--- src/rtl/shifter_stage.sv ---
// shifter_stage: barrel-shifter pipeline stage between operand decode and ALU.
// Selects the shifter source (immediate, forwarded writeback or register file),
// applies LSL/LSR/ASR/ROR/RRX with carry-out, and buffers results in an output
// register backed by a single skid register so in_ready can be registered.
// The ROR amount is reduced modulo FULLW by bit slicing, so FULLW is expected
// to be a power of two.
module shifter_stage #(
  parameter int FULLW      = 32,
  parameter int REGAW      = 4,
  parameter int SHIFTCODEW = 2,
  parameter int WIDTH      = 8
) (
  input  logic                  clk,
  input  logic                  reset,
  input  logic                  in_valid,
  output logic                  in_ready,
  input  logic [REGAW-1:0]      rm,
  input  logic [FULLW-1:0]      rm_data,
  input  logic [FULLW-1:0]      bypass_rm,
  input  logic                  should_bypass_rm,
  input  logic [SHIFTCODEW-1:0] shiftcode,
  input  logic [WIDTH-1:0]      shiftby,
  input  logic                  carry_in,
  input  logic                  fwd_valid,
  input  logic [REGAW-1:0]      fwd_reg,
  input  logic [FULLW-1:0]      fwd_data,
  input  logic                  flush,
  output logic                  out_valid,
  input  logic                  out_ready,
  output logic [FULLW-1:0]      out_operand,
  output logic                  out_carry
);

  localparam int SAW = $clog2(FULLW);
  localparam logic [WIDTH-1:0] W_FULL = WIDTH'(FULLW);
  localparam logic [WIDTH-1:0] W_ZERO = {WIDTH{1'b0}};
  localparam logic [SHIFTCODEW-1:0] SH_LSL = SHIFTCODEW'(0);
  localparam logic [SHIFTCODEW-1:0] SH_LSR = SHIFTCODEW'(1);
  localparam logic [SHIFTCODEW-1:0] SH_ASR = SHIFTCODEW'(2);
  localparam logic [SHIFTCODEW-1:0] SH_ROR = SHIFTCODEW'(3);

  // Returns {carry_out, result}. Shifts are done on a FULLW+1 wide vector so the
  // last bit shifted out lands in the extra position and becomes the carry.
  function automatic logic [FULLW:0] shift_op(
    input logic [FULLW-1:0]      src,
    input logic [SHIFTCODEW-1:0] code,
    input logic [WIDTH-1:0]      n,
    input logic                  cin
  );
    logic [FULLW:0]     t;
    logic [FULLW:0]     res;
    logic [2*FULLW-1:0] dbl;
    logic [WIDTH-1:0]   amt;
    logic [WIDTH-1:0]   amt_c;
    res   = {(FULLW+1){1'b0}};
    t     = {(FULLW+1){1'b0}};
    dbl   = {(2*FULLW){1'b0}};
    // LSR#0 and ASR#0 encode a full-width shift
    amt   = (n == W_ZERO) ? W_FULL : n;
    amt_c = (amt > W_FULL) ? W_FULL : amt;
    case (code)
      SH_LSL: begin
        if (n == W_ZERO) begin
          res = {cin, src};
        end else if (n > W_FULL) begin
          res = {(FULLW+1){1'b0}};
        end else begin
          t   = {1'b0, src} << n;
          res = t;
        end
      end
      SH_LSR: begin
        if (amt > W_FULL) begin
          res = {(FULLW+1){1'b0}};
        end else begin
          t   = {src, 1'b0} >> amt;
          res = {t[0], t[FULLW:1]};
        end
      end
      SH_ASR: begin
        // Amounts beyond FULLW saturate: every bit and the carry become the sign
        t   = $signed({src, 1'b0}) >>> amt_c;
        res = {t[0], t[FULLW:1]};
      end
      SH_ROR: begin
        if (n == W_ZERO) begin
          res = {src[0], cin, src[FULLW-1:1]};
        end else begin
          dbl = {src, src} >> n[SAW-1:0];
          res = {dbl[FULLW-1], dbl[FULLW-1:0]};
        end
      end
      default: begin
        res = {cin, src};
      end
    endcase
    return res;
  endfunction

  logic             r_out_valid;
  logic [FULLW-1:0] r_out_operand;
  logic             r_out_carry;
  logic             r_skid_valid;
  logic [FULLW-1:0] r_skid_operand;
  logic             r_skid_carry;
  logic             r_in_ready;

  logic             w_accept;
  logic             w_out_free;
  logic [FULLW-1:0] w_src;
  logic [FULLW:0]   w_shift;
  logic             w_out_valid_nxt;
  logic [FULLW-1:0] w_out_operand_nxt;
  logic             w_out_carry_nxt;
  logic             w_skid_valid_nxt;
  logic [FULLW-1:0] w_skid_operand_nxt;
  logic             w_skid_carry_nxt;

  assign w_accept   = in_valid & r_in_ready;
  assign w_out_free = ~r_out_valid | out_ready;

  // Pick the shifter source: immediate, then same-cycle writeback, then regfile
  always_comb begin
    w_src = rm_data;
    if (should_bypass_rm) begin
      w_src = bypass_rm;
    end else if (fwd_valid && (fwd_reg == rm)) begin
      w_src = fwd_data;
    end else begin
      w_src = rm_data;
    end
    w_shift = shift_op(w_src, shiftcode, shiftby, carry_in);
  end

  // Next state of output and skid registers; flush overrides accept and consume
  always_comb begin
    w_out_valid_nxt    = r_out_valid;
    w_out_operand_nxt  = r_out_operand;
    w_out_carry_nxt    = r_out_carry;
    w_skid_valid_nxt   = r_skid_valid;
    w_skid_operand_nxt = r_skid_operand;
    w_skid_carry_nxt   = r_skid_carry;
    if (flush) begin
      w_out_valid_nxt  = 1'b0;
      w_skid_valid_nxt = 1'b0;
    end else if (w_out_free) begin
      // in_ready is low whenever the skid is full, so no accept competes here
      if (r_skid_valid) begin
        w_out_valid_nxt   = 1'b1;
        w_out_operand_nxt = r_skid_operand;
        w_out_carry_nxt   = r_skid_carry;
        w_skid_valid_nxt  = 1'b0;
      end else if (w_accept) begin
        w_out_valid_nxt   = 1'b1;
        w_out_operand_nxt = w_shift[FULLW-1:0];
        w_out_carry_nxt   = w_shift[FULLW];
      end else begin
        w_out_valid_nxt = 1'b0;
      end
    end else begin
      if (w_accept) begin
        w_skid_valid_nxt   = 1'b1;
        w_skid_operand_nxt = w_shift[FULLW-1:0];
        w_skid_carry_nxt   = w_shift[FULLW];
      end else begin
        w_skid_valid_nxt = r_skid_valid;
      end
    end
  end

  // Buffer registers; in_ready tracks whether the skid will be empty
  always_ff @(posedge clk or posedge reset) begin
    if (reset) begin
      r_out_valid    <= 1'b0;
      r_out_operand  <= {FULLW{1'b0}};
      r_out_carry    <= 1'b0;
      r_skid_valid   <= 1'b0;
      r_skid_operand <= {FULLW{1'b0}};
      r_skid_carry   <= 1'b0;
      r_in_ready     <= 1'b0;
    end else begin
      r_out_valid    <= w_out_valid_nxt;
      r_out_operand  <= w_out_operand_nxt;
      r_out_carry    <= w_out_carry_nxt;
      r_skid_valid   <= w_skid_valid_nxt;
      r_skid_operand <= w_skid_operand_nxt;
      r_skid_carry   <= w_skid_carry_nxt;
      r_in_ready     <= ~w_skid_valid_nxt;
    end
  end

  assign in_ready    = r_in_ready;
  assign out_valid   = r_out_valid;
  assign out_operand = r_out_operand;
  assign out_carry   = r_out_carry;

endmodule

--- config.mk ---
export PLATFORM = sky130hd
export DESIGN_NAME = shifter_stage
export DESIGN_NICKNAME = d
export VERILOG_FILES = /design/src/rtl/shifter_stage.sv
export SDC_FILE = /design/constraint.sdc
export NUM_CORES = 1
export LEC_CHECK = 0
export BUFFER_PORTS_ARGS = -buffer_cell sky130_fd_sc_hd__buf_2
export CAP_MARGIN = 25
export CORE_ASPECT_RATIO = 2
export CORE_MARGIN = 4
export CORE_UTILIZATION = 30
export CTS_CLUSTER_SIZE = 12
export DETAILED_ROUTE_END_ITERATION = 7
export SETUP_SLACK_MARGIN = 0.05
export SYNTH_ARGS = -nofsm -noshare
export SYNTH_HDL_FRONTEND = slang
export SYNTH_SLANG_ARGS = --single-unit
--- constraint.sdc ---
create_clock -name clk -period 2.2 [get_ports clk]
set_input_delay 0 -clock clk [delete_from_list [all_inputs] [get_ports clk]]
set_output_delay 0 -clock clk [all_outputs]
set_load 0.01 [all_outputs]
==> flow_summary.yaml, run 1 <==
grt:
  grt_pass1_vias: 25300
  grt_use_total_pct: 57.0
  grt_max_degree: 62
  grt_pass1_wl_mm: 200
  grt_overflow: 153
synth:
  ys_seq_elements: 69
  synth_edf_count: 0
  synth_ff_type: "dfrtp_1"
  synth_cells: 1861
  synthArstFlopShare_pct: 100
  synth.yosys.seq_area_share_pct: 13.1
  synth_nets: 1983
  synth_cell_types: 95
  syn_avg_cell_area_um2: 7.11
  ys_warn_count: 0
  synth_area_um2: 13200
floorplanning:
  floorplan.initialDensity_pct: 30.4
  fp-row-count: 108
  die_w_um: 156
  die_height_um: 305
  io_pins: 157
placed_design:
  gp_congestion: 1.20
  io_buffers: 156
  pre_cts_ws_ns: -1.94
  post-dp-hpwl_mm: 103
run_status:
  firstError: "[ERROR GRT-0116] Global routing finished with congestion. Check the congestion regions in the DRC Viewer."
  status: "did not finish"
  failing_step: "global routing"
clock_network:
  htree_levels: 3
  cts_made_buffers: 9
  cts.sinks: 69
  clockBufferDepth: 2
  cts_root_buf: "clkbuf_16"
## cells in the mapped netlist (all sizes together), types with 11 or more instances
cell      n  area share [%]
a221o    14             1.1
dfrtp    69              13
nand4    24             1.2
a221oi   41             2.8
o221ai   23             1.6
inv      13            0.37
o22ai    43             2.0
buf      67             2.8
or2      12            0.57
nand3    58             2.2
a41oi    22             1.7
nor4     14            0.76
a211o    11            0.73
a22oi    32             1.8
a31oi    26             1.2
clkbuf  110             3.1
and2     24             1.2
mux2     29             2.5
o21ai   156             6.0
nor2    182             5.2
o211ai   38             2.2
a21oi   121             4.6
a22o     17             1.1
nor3     55             2.2
mux2i    64             4.8
and3     48             2.3
a211oi   40             2.3
nand2   202             5.8
nand2b   32             1.6
o31ai    43             2.4
nor2b    17            0.80
or3      16            0.76
mux4     35             6.0
## cell families after synthesis
| kind of cell | share of synthesized area (%) |
|---|---|
| AOI/OAI and AO/OA | 41.1 |
| and+or+nand+nor | 25.9 |
| buffers and inverters | 6.31 |
| muxes | 13.3 |
| DFF | 13.1 |
| xor gates and xnor gates | 0.312 |
## per-stage QoR
step	std cells	hold WS, ns	utilization [%]	TNS, ns	instance area, um^2
after CTS	3364	0.0526	55.6	-49.24	24200
after global placement	3277	-0.0350	49.1	-101.12	21400
after detailed placement	3277	-0.0267	49.1	-101.69	21400
after floorplan	1861	0.0631	-	-28.56	13500
## repair_timing
item                       CTS
gates resized for setup    402
hold buffers                 3
setup buffers               69
hold endpoints to repair    72
cloned                       4
pin swaps                  104
setup endpoints to repair   66
## routing by layer
layer,overflow,GRT usage [%]
met2,85,82.9
met1,0,54.9
met5,0,0.423
met4,66,63.1
met3,2,26.8
==> run 2: changes to the inputs <==
- CORE_ASPECT_RATIO: 2 -> unset
- CORE_UTILIZATION: 30 -> 20
- CTS_CLUSTER_SIZE: 12 -> unset
- PLACE_DENSITY_LB_ADDON: unset -> 0.15
- SETUP_SLACK_MARGIN: 0.05 -> unset
==> flow_summary.yaml, run 2 <==
run:
  max-cap-violations: 0
setup_path:
  critical_path_arrival_ns: 3.42
  path_cells: "buf_8 > buf_6 > xor2_4 > nor3_4 > buf_6 > buf_12 > buf_8 > a41oi_4 > and3_4 > or4_4 > a222oi_1 > buf_4 > a21oi_1 > o211ai_1 > buf_4 > a221o_1 > mux2i_1 > o21ai_1"
  path_buf_inv: 7
  crit_slowest_cell: "or4_4"
  cp_max_fo: 7
  cp_top_family: "buffers and inverters"
  cp.required_ns: 2.47
  worst-path-stages: 18
  critPathCaptureType: "flop"
  worstRegToRegCells: 5
  critPathKind: "primary input to flop"
  setup.worst_path.start_class: "primary input"
  cp_slowest_stage_delay_ns: 0.58
detailed_routing:
  drtAntennaViolNets: 0
  vias_per_cell: 5.77
  dr.pass1.iters: 7
  wirelength_mm: 126
  wl_per_cell_um: 34.1
  drt-initial-drc-count: 1890
  drc_errors: 0
  vias: 21300
grt:
  antenna_found_initial: 2
  grt_pass1_vias: 21100
  grt_max_degree: 54
  grt_use_total_pct: 34.2
  grt_overflow: 0
  grt_pass1_wl_mm: 171
synth:
  ys_warn_count: 0
  syn_avg_cell_area_um2: 7.11
  synth_area_um2: 13200
  synth.most_common_cell: "nand2_1"
  synthArstFlopShare_pct: 100
  synth_ff_type: "dfrtp_1"
  synth_cells: 1861
  yosys.area.top_type: "dfrtp_1"
  synth_cell_types: 95
  synth_top_area_share_pct: 13.1
  ys_seq_elements: 69
  yosys-top-cells-count: "nand2_1, nor2_1, o21ai_0"
  ys_top_cells_by_area: "dfrtp_1, mux4_2, nand2_1, nor2_1, o21ai_0"
  synth.yosys.seq_area_share_pct: 13.1
  synth_nets: 1983
  synth_edf_count: 0
timing:
  whs_ns: 0.0907
  fin_crit_ns: 3.15
  maxSlewViolCount: 0
  setup-violations-final: 66
  rsz0062_at_grt: "yes"
  setup_slack_ns: -0.954
  worstMarginPinSlew_ns: 1.06
  relSlewSlack_pct: 28.9
  max_freq_ghz: 0.317
  finalHoldViolations: 0
  clock_skew_ns: 0.00794
  fin_crit_sh_pct: 143
clock_network:
  cts.sinks: 69
  cts_root_buf: "clkbuf_16"
  cts_made_buffers: 9
  htree_levels: 3
  clockBufferDepth: 2
  clkTransAtPathRegs_ns: 0.06
  tritoncts: "built"
  worstSkewPairLatency_ns: 0.34
cells_and_area:
  finalNetCount: 2955
  drive_above_1_share_pct: 57.4
  area_delta_synth_final_pct: 95.1
  antenna_cells: 0
  final_common_cell: "buf_4"
  final_cell_mix: "buf_4, nand2_1, nor2_1, buf_2, a21oi_1"
hold_path:
  whs_path_depth: 4
  hold_path.class: "primary input to flop"
placed_design:
  post-dp-hpwl_mm: 106
  io_buffers: 156
  gp_congestion: 1.01
run_status:
  status: "finished with violations"
  violations: "setup timing"
floorplanning:
  io_pins: 157
  die_w_um: 265
  floorplan.initialDensity_pct: 20.1
  core_um2: 65600
  die_height_um: 265
  fp-row-count: 94
  die_area_um2: 70300
pwr:
  powerDensity_nw_per_um2: 431
  leakage_nw: 11.1
  ir_drop_uv: 315
  p_total_mw: 11.1
==> run 2: final timing paths <==
| check | start | to | slack, ns |
|---|---|---|---|
| setup / recovery | fwd_reg[1] | out_operand[0] | -0.95 |
| hold / removal | out_ready | in_ready | 0.09 |
| setup reg to reg | in_ready | out_operand[27] | 0.45 |
| hold reg to reg | r_skid_operand[13] | r_skid_operand[13] | 0.47 |
| max in group asynchronous | reset | out_operand[17] | 1.26 |
| min in group asynchronous | reset | r_skid_operand[5] | 0.28 |
==> run 2: stage by stage <==
step | cells | area, um^2 | setup slack [ns] | utilization, % | setup TNS, ns
2_1_floorplan | 1861 | 13500 | -0.542 | - | -28.56
3_3_place_gp | 3602 | 21700 | -2.10 | 33.1 | -105.40
3_5_place_dp | 3602 | 21700 | -2.15 | 33.1 | -107.84
4_1_cts | 3657 | 23800 | -0.964 | 36.2 | -55.42
5_1_grt | 3702 | 25800 | -1.03 | 39.3 | -59.83
6_report | 3702 | 25800 | -0.954 | 39.3 | -54.84
==> run 2: cells by family (layout without fill, tap and decap cells) <==
logic type,after synthesis,after routing,share of synthesized area [%]
and+or+nand+nor,706,706,25.9
buffers and inverters,192,1169,6.31
muxes,128,128,13.3
xor gates and xnor gates,3,3,0.312
AOI/OAI and AO/OA,763,763,41.1
DFF,69,69,13.1
==> run 2: metal layers <==
| metal | track usage [%] | vias to the layer above | wire, um |
|---|---|---|---|
| li1 | - | 9335 | - |
| met1 | 42.0 | 10600 | 50600 |
| met2 | 56.4 | 1103 | 57100 |
| met3 | 4.27 | 328 | 7340 |
| met4 | 22.3 | 2 | 11300 |
| met5 | 0 | - | 13 |
==> run 2: power breakdown <==
| group | switching (mW) | leakage [nW] | internal (mW) |
|---|---|---|---|
| Combinational | 4.41 | 10.1 | 3.44 |
| Clock | 0.559 | 0.160 | 1.03 |
| Sequential | 0.138 | 0.883 | 1.54 |
| Total | 5.11 | 11.1 | 6.00 |
==> run 2: worst register-to-register path: stages (launching register included) <==
cell     delay (ns)
dfrtp_1        0.40
a21oi_1        0.26
nor2_1         0.09
nand2_1        0.32
nor2_1         0.21
a221o_1        0.35
==> run 2: area by class of cell <==
cell class,instances,area (um^2)
clock inverter,5,82.6
tap,864,1080
clock buffer,11,243
fill,6925,39800
timing repair buffer,1138,9140
multi-input combinational,1600,13500
inverter,15,56.3
sequential,69,1730
==> run 2: what timing repair did <==
item | 4_1_cts | 5_1_grt
setup buffers | 38 | 58
gates resized for setup | 277 | 368
hold buffers | 3 | 0
pin swaps | 62 | 176
cloned | 2 | 3
setup endpoints to repair | 66 | 66
hold endpoints to repair | 29 | 0
(Power assumes the default switching activity.)
